**config.mk**
```make
export PLATFORM = sky130hd
export DESIGN_NAME = wave_capture
export DESIGN_NICKNAME = d
export VERILOG_FILES = /design/src/rtl/wave_capture.sv
export SDC_FILE = /design/constraint.sdc
export NUM_CORES = 1
export LEC_CHECK = 0
export BUFFER_PORTS_ARGS = -buffer_cell sky130_fd_sc_hd__buf_2
export CAP_MARGIN = 15
export CORE_MARGIN = 8
export CORE_UTILIZATION = 47
export CTS_BUF_LIST = sky130_fd_sc_hd__clkbuf_8
export CTS_CLUSTER_DIAMETER = 120
export DETAILED_ROUTE_END_ITERATION = 8
export PLACE_DENSITY = 0.95
export SYNTH_ARGS = -nofsm -noshare
export SYNTH_HDL_FRONTEND = slang
export SYNTH_SLANG_ARGS = --single-unit
export TNS_END_PERCENT = 100
```
**constraint.sdc**
```tcl
create_clock -name clk -period 2.34 [get_ports clk]
set_input_delay 0.117 -clock clk [delete_from_list [all_inputs] [get_ports clk]]
set_output_delay 0.117 -clock clk [all_outputs]
set_load 0.005 [all_outputs]
```
**src/rtl/wave_capture.sv**
```systemverilog
// wave_capture
//   Captures one 256-sample window of the audio stream, starting at a positive
//   zero crossing, into the bank of the double-buffered waveform RAM that the
//   display is not reading. Once the window is full and the display reports
//   idle, read_index toggles so the fresh bank becomes the read bank.
//
// Ports
//   clk                system clock, rising edge
//   reset              asynchronous, active-low reset
//   new_sample_ready   one-cycle strobe qualifying new_sample_in
//   new_sample_in      signed audio sample
//   wave_display_idle  display is not reading RAM, bank swap allowed
//   notes_to_display   currently sounding notes (all-zero = silence)
//   write_address      RAM write address {~read_index, index}
//   write_enable       one-cycle RAM write strobe
//   write_sample       offset-binary top byte of the sample
//   read_index         bank read by the display
module wave_capture #(
    parameter int SAMPLE_WIDTH = 16,
    parameter int ADDR_WIDTH   = 9,
    parameter int WRITE_WIDTH  = 8,
    parameter int NOTES_WIDTH  = 48
) (
    input  logic                    clk,
    input  logic                    reset,
    input  logic                    new_sample_ready,
    input  logic [SAMPLE_WIDTH-1:0] new_sample_in,
    input  logic                    wave_display_idle,
    input  logic [NOTES_WIDTH-1:0]  notes_to_display,
    output logic [ADDR_WIDTH-1:0]   write_address,
    output logic                    write_enable,
    output logic [WRITE_WIDTH-1:0]  write_sample,
    output logic                    read_index
);

    typedef enum logic [1:0] {
        S_ARMED,
        S_ACTIVE,
        S_WAIT
    } state_t;

    state_t                  state_q, state_d;
    logic [ADDR_WIDTH-2:0]   count_q, count_d;
    logic [SAMPLE_WIDTH-1:0] prev_sample_q, prev_sample_d;
    logic                    read_index_q, read_index_d;
    logic                    write_enable_q, write_enable_d;
    logic [ADDR_WIDTH-1:0]   write_address_q, write_address_d;
    logic [WRITE_WIDTH-1:0]  write_sample_q, write_sample_d;

    logic pzc;
    logic notes_active;
    logic issue_write;
    logic swap;

    // Negative previous sample followed by a non-negative new one.
    assign pzc          = new_sample_ready & prev_sample_q[SAMPLE_WIDTH-1]
                          & ~new_sample_in[SAMPLE_WIDTH-1];
    assign notes_active = |notes_to_display;

    // State register
    always_ff @(posedge clk or negedge reset) begin
        if (!reset) begin
            state_q         <= S_ARMED;
            count_q         <= '0;
            prev_sample_q   <= '0;
            read_index_q    <= 1'b0;
            write_enable_q  <= 1'b0;
            write_address_q <= '0;
            write_sample_q  <= '0;
        end else begin
            state_q         <= state_d;
            count_q         <= count_d;
            prev_sample_q   <= prev_sample_d;
            read_index_q    <= read_index_d;
            write_enable_q  <= write_enable_d;
            write_address_q <= write_address_d;
            write_sample_q  <= write_sample_d;
        end
    end

    // Next-state logic
    always_comb begin
        state_d = state_q;
        case (state_q)
            S_ARMED:  if (pzc && notes_active) state_d = S_ACTIVE;
            S_ACTIVE: if (new_sample_ready && (count_q == '1)) state_d = S_WAIT;
            S_WAIT:   if (wave_display_idle) state_d = S_ARMED;
            default:  state_d = S_ARMED;
        endcase
    end

    // Datapath / output logic
    always_comb begin
        issue_write = ((state_q == S_ARMED) && pzc && notes_active)
                      || ((state_q == S_ACTIVE) && new_sample_ready);
        swap        = (state_q == S_WAIT) && wave_display_idle;

        prev_sample_d   = new_sample_ready ? new_sample_in : prev_sample_q;
        read_index_d    = swap ? ~read_index_q : read_index_q;
        write_enable_d  = issue_write;
        // count wraps to 0 naturally after index 255
        count_d         = issue_write ? count_q + 1'b1 : count_q;
        write_address_d = write_address_q;
        write_sample_d  = write_sample_q;
        if (issue_write) begin
            write_address_d = {~read_index_q, count_q};
            write_sample_d  = {~new_sample_in[SAMPLE_WIDTH-1],
                               new_sample_in[SAMPLE_WIDTH-2 -: WRITE_WIDTH-1]};
        end
    end

    assign write_address = write_address_q;
    assign write_enable  = write_enable_q;
    assign write_sample  = write_sample_q;
    assign read_index    = read_index_q;

endmodule

```
==> results.txt <==
Outcome: finished clean
CTS H-tree depth: 2
Critical path's slowest cell: dfrtp_1
Postcts setup bufs: 0
Cell area after synthesis: 1400 um^2
Setup Total Neg Slack: 0 ns
CTS Buf Count: 5
Grt total ovfl: 0
Worst rel slew slack: 57.1%
Synthesized flop and latch total: 30
Leak pwr: 1.03 nW
Fmax: 551 MHz
Area Growth Syn to Fin: 36.6%
Layout cells sized above 1: 55.3%
Post-layout util: 64.8%
Seq/Total Area, Yosys: 53.6%
Cell taking the most area after synthesis: dfrtp_1
DIE AREA: 4980 um^2
Post-layout min period: 1.81 ns
Max-Cap Viols: 0
Initial DRC count: 44
Met2 GRT Util: 26.9%
Core Rows: 20
Fin. Hold Viols: 0
Final antenna-violating net count: 0
Switching share of power: 30.6%
Drt first pass iters: 4
Startpoint types: flip-flop
Die Span Y: 70.6 um
Clock skew: 0.00204 ns
Setup Viol. Count Final: 0
Vias/cell: 5.04
Net Sw Power: 0.597 mW
Syn nets: 175
Crit-path cells: nor4_1 -> a21boi_2 -> nor2_4 -> buf_12 -> mux2_4
Crit path kind: flip-flop to flip-flop
Layout Nets: 259
Mapped Cells: 106
CTS Root Buffer Type: clkbuf_8
Worst VDD drop: 0.533 mV
Max Slew Vio Count: 0
CTS tree: yes
Primary FF master, synth: dfrtp_1
Final Wtd Congestion: 0.877
Initial antenna violation count: 0
Vias in the first global route: 1259
Critical Path Max Stage Delay: 0.41 ns
Placed wire-length estimate: 2880 um
Post-synthesis async set-or-reset flop share: 100%
# IOs: 87
Comb power frac: 36.7%
First-pass GRT wire length: 5890 um
Crit-path max FO: 14
Multi-input logic area: 611 um^2
Most numerous cell in the Yosys netlist: dfrtp_1
Met1 usage in global routing: 15.8%
Via count: 1124
CP required: 2.50 ns
Share of the synthesized area in the top cell type: 53.6%
Clk slew on worst S/H paths: 0.06 ns
Grt met3 use: 5.51%
Syn. warnings: 0
Die W: 70.6 um
Worst Tran Pin Value: 0.644 ns
Worst hold path class: input pin to flip-flop
Post-synth top cells: dfrtp_1, mux2_4, nor4_1, xnor2_1, nand2_1
Initial core utilization: 47.4%
WL per Instance: 16.1 um
Sequential power share: 43.9%
CP arrival: 1.97 ns
# diodes: 0
Clock power frac: 19.3%
DRC: 0
Port bufs: 78
Post-cts resize count: 0
Worst-Skew Late Latency: 0.27 ns
Post-CTS Hold Buffers: 1
Main area contributors after synthesis: dfrtp_1, mux2_4, nor4_1
Post-synth EDFFs: 0
Clk buf depth: 2
Distinct cell type count after synthesis: 28
Register Area: 751 um^2
Final wirelength: 3600 um
Total Routing Usage GR: 15.0%
Mean post-synth cell area: 13.2 um^2
Largest net degree at the start of global routing: 31
Area of the core: 2950 um^2
Sinks on Clock Net: 30
Final period utilization: 77.6%
Filler cells: 236
CP Capture Type: flip-flop
PD cells: 1020 nW/um^2
RSZ-0062 raised after global routing: no
Internal Power: 1.36 mW
Layer with the highest usage: met2
-- kinds of logic after synthesis --
logic type | count (synthesis) | synth area share [%]
AND/OR/NAND/NOR | 33 | 13.6
flip-flops | 30 | 53.6
multiplexers | 19 | 19.4
AO/OA/AOI/OAI | 9 | 4.74
XOR/XNOR | 8 | 5.00
buffers and inverters | 6 | 2.77
adder cells (fa/ha/maj) | 1 | 0.894
-- power by group through the flow --
stage / combinational [mW] / clock, mW / sequential (mW)
after floorplan: 0.447 / 0 / 0.855
after global placement: 0.701 / 0 / 0.848
final: 0.718 / 0.378 / 0.858
after global routing: 0.779 / 0.421 / 0.883
after CTS: 0.732 / 0.387 / 0.859
after detailed placement: 0.723 / 0 / 0.865
-- final cells by class --
class | count | share of cell area [%]
clock buffers | 5 | 3.60
repair buffers | 80 | 22.0
multi-input cells | 70 | 31.9
flip-flops and latches | 30 | 39.2
well taps | 33 | 2.16
clock inverters | 2 | 0.523
inverters | 3 | 0.589
-- sequential cells by signal, indices dropped and copies added, names as in the netlist --
name           flops
write_enable       1
prev_sample_q      1
write_sample       8
write_address      9
state_q            2
read_index         1
count_q            8
-- path summary, 6_finish.rpt --
| check | startpoint | endpoint | slack [ns] | cells past startpoint |
|---|---|---|---|---|
| hold reg to reg | read_index | read_index | 0.49 | 1 |
| setup reg to reg | state_q[1] | write_sample[0] | 0.53 | 5 |
| hold / removal | new_sample_in[15] | write_sample[7] | 0.05 | 2 |
| max in group asynchronous | reset | count_q[2] | 1.52 | 2 |
| min in group asynchronous | reset | write_sample[1] | 0.41 | 2 |
| setup / recovery | state_q[1] | write_sample[0] | 0.53 | 5 |
-- metrics by stage --
step / cells / hold WS (ns) / total power [mW] / setup slack [ns] / cell area, um^2
floorplan: 106 / -0.179 / 1.30 / 0.768 / 1400
global placement: 215 / 0.173 / 1.55 / 0.462 / 1820
detailed placement: 215 / 0.184 / 1.59 / 0.485 / 1820
CTS: 223 / 0.0451 / 1.98 / 0.528 / 1910
global route: 223 / 0.0535 / 2.08 / 0.423 / 1910
finish: 223 / 0.0518 / 1.95 / 0.525 / 1910
-- critical path, delay by kind of cell (launching register included) --
kind,cells,cell delay (ns)
AO/OA/AOI/OAI,1,0.41
buffers and inverters,1,0.19
multiplexers,1,0.30
flip-flops,1,0.41
AND/OR/NAND/NOR,2,0.38
-- cell usage in the layout (no fill, tap or decap), drive strengths merged --
cell type and count:
o2111ai 2, nand4 3, nor3b 1, a21boi 1
and3 1, o21bai 1, dlygate4sd3 1, clkbuf 5
and2 1, clkinv 2, nand3 1, ha 1
nand3b 1, dfrtp 30, mux2 17, xor2 1
o21a 1, xnor2 7, inv 3, o21ai 3
buf 79, nor4 13, nand2b 1, a21o 1
nor2 5, nor2b 1, mux2i 2, nand2 5
-- metal layers --
layer	wire length, um	share of wire, %	vias up
met2	2040	57	16
met3	133	3.7	4
li1	-	-	550
met1	1390	39	554
met5	0	0	-
met4	35	0.97	0
Note: power is estimated with default switching activity, not from simulation.
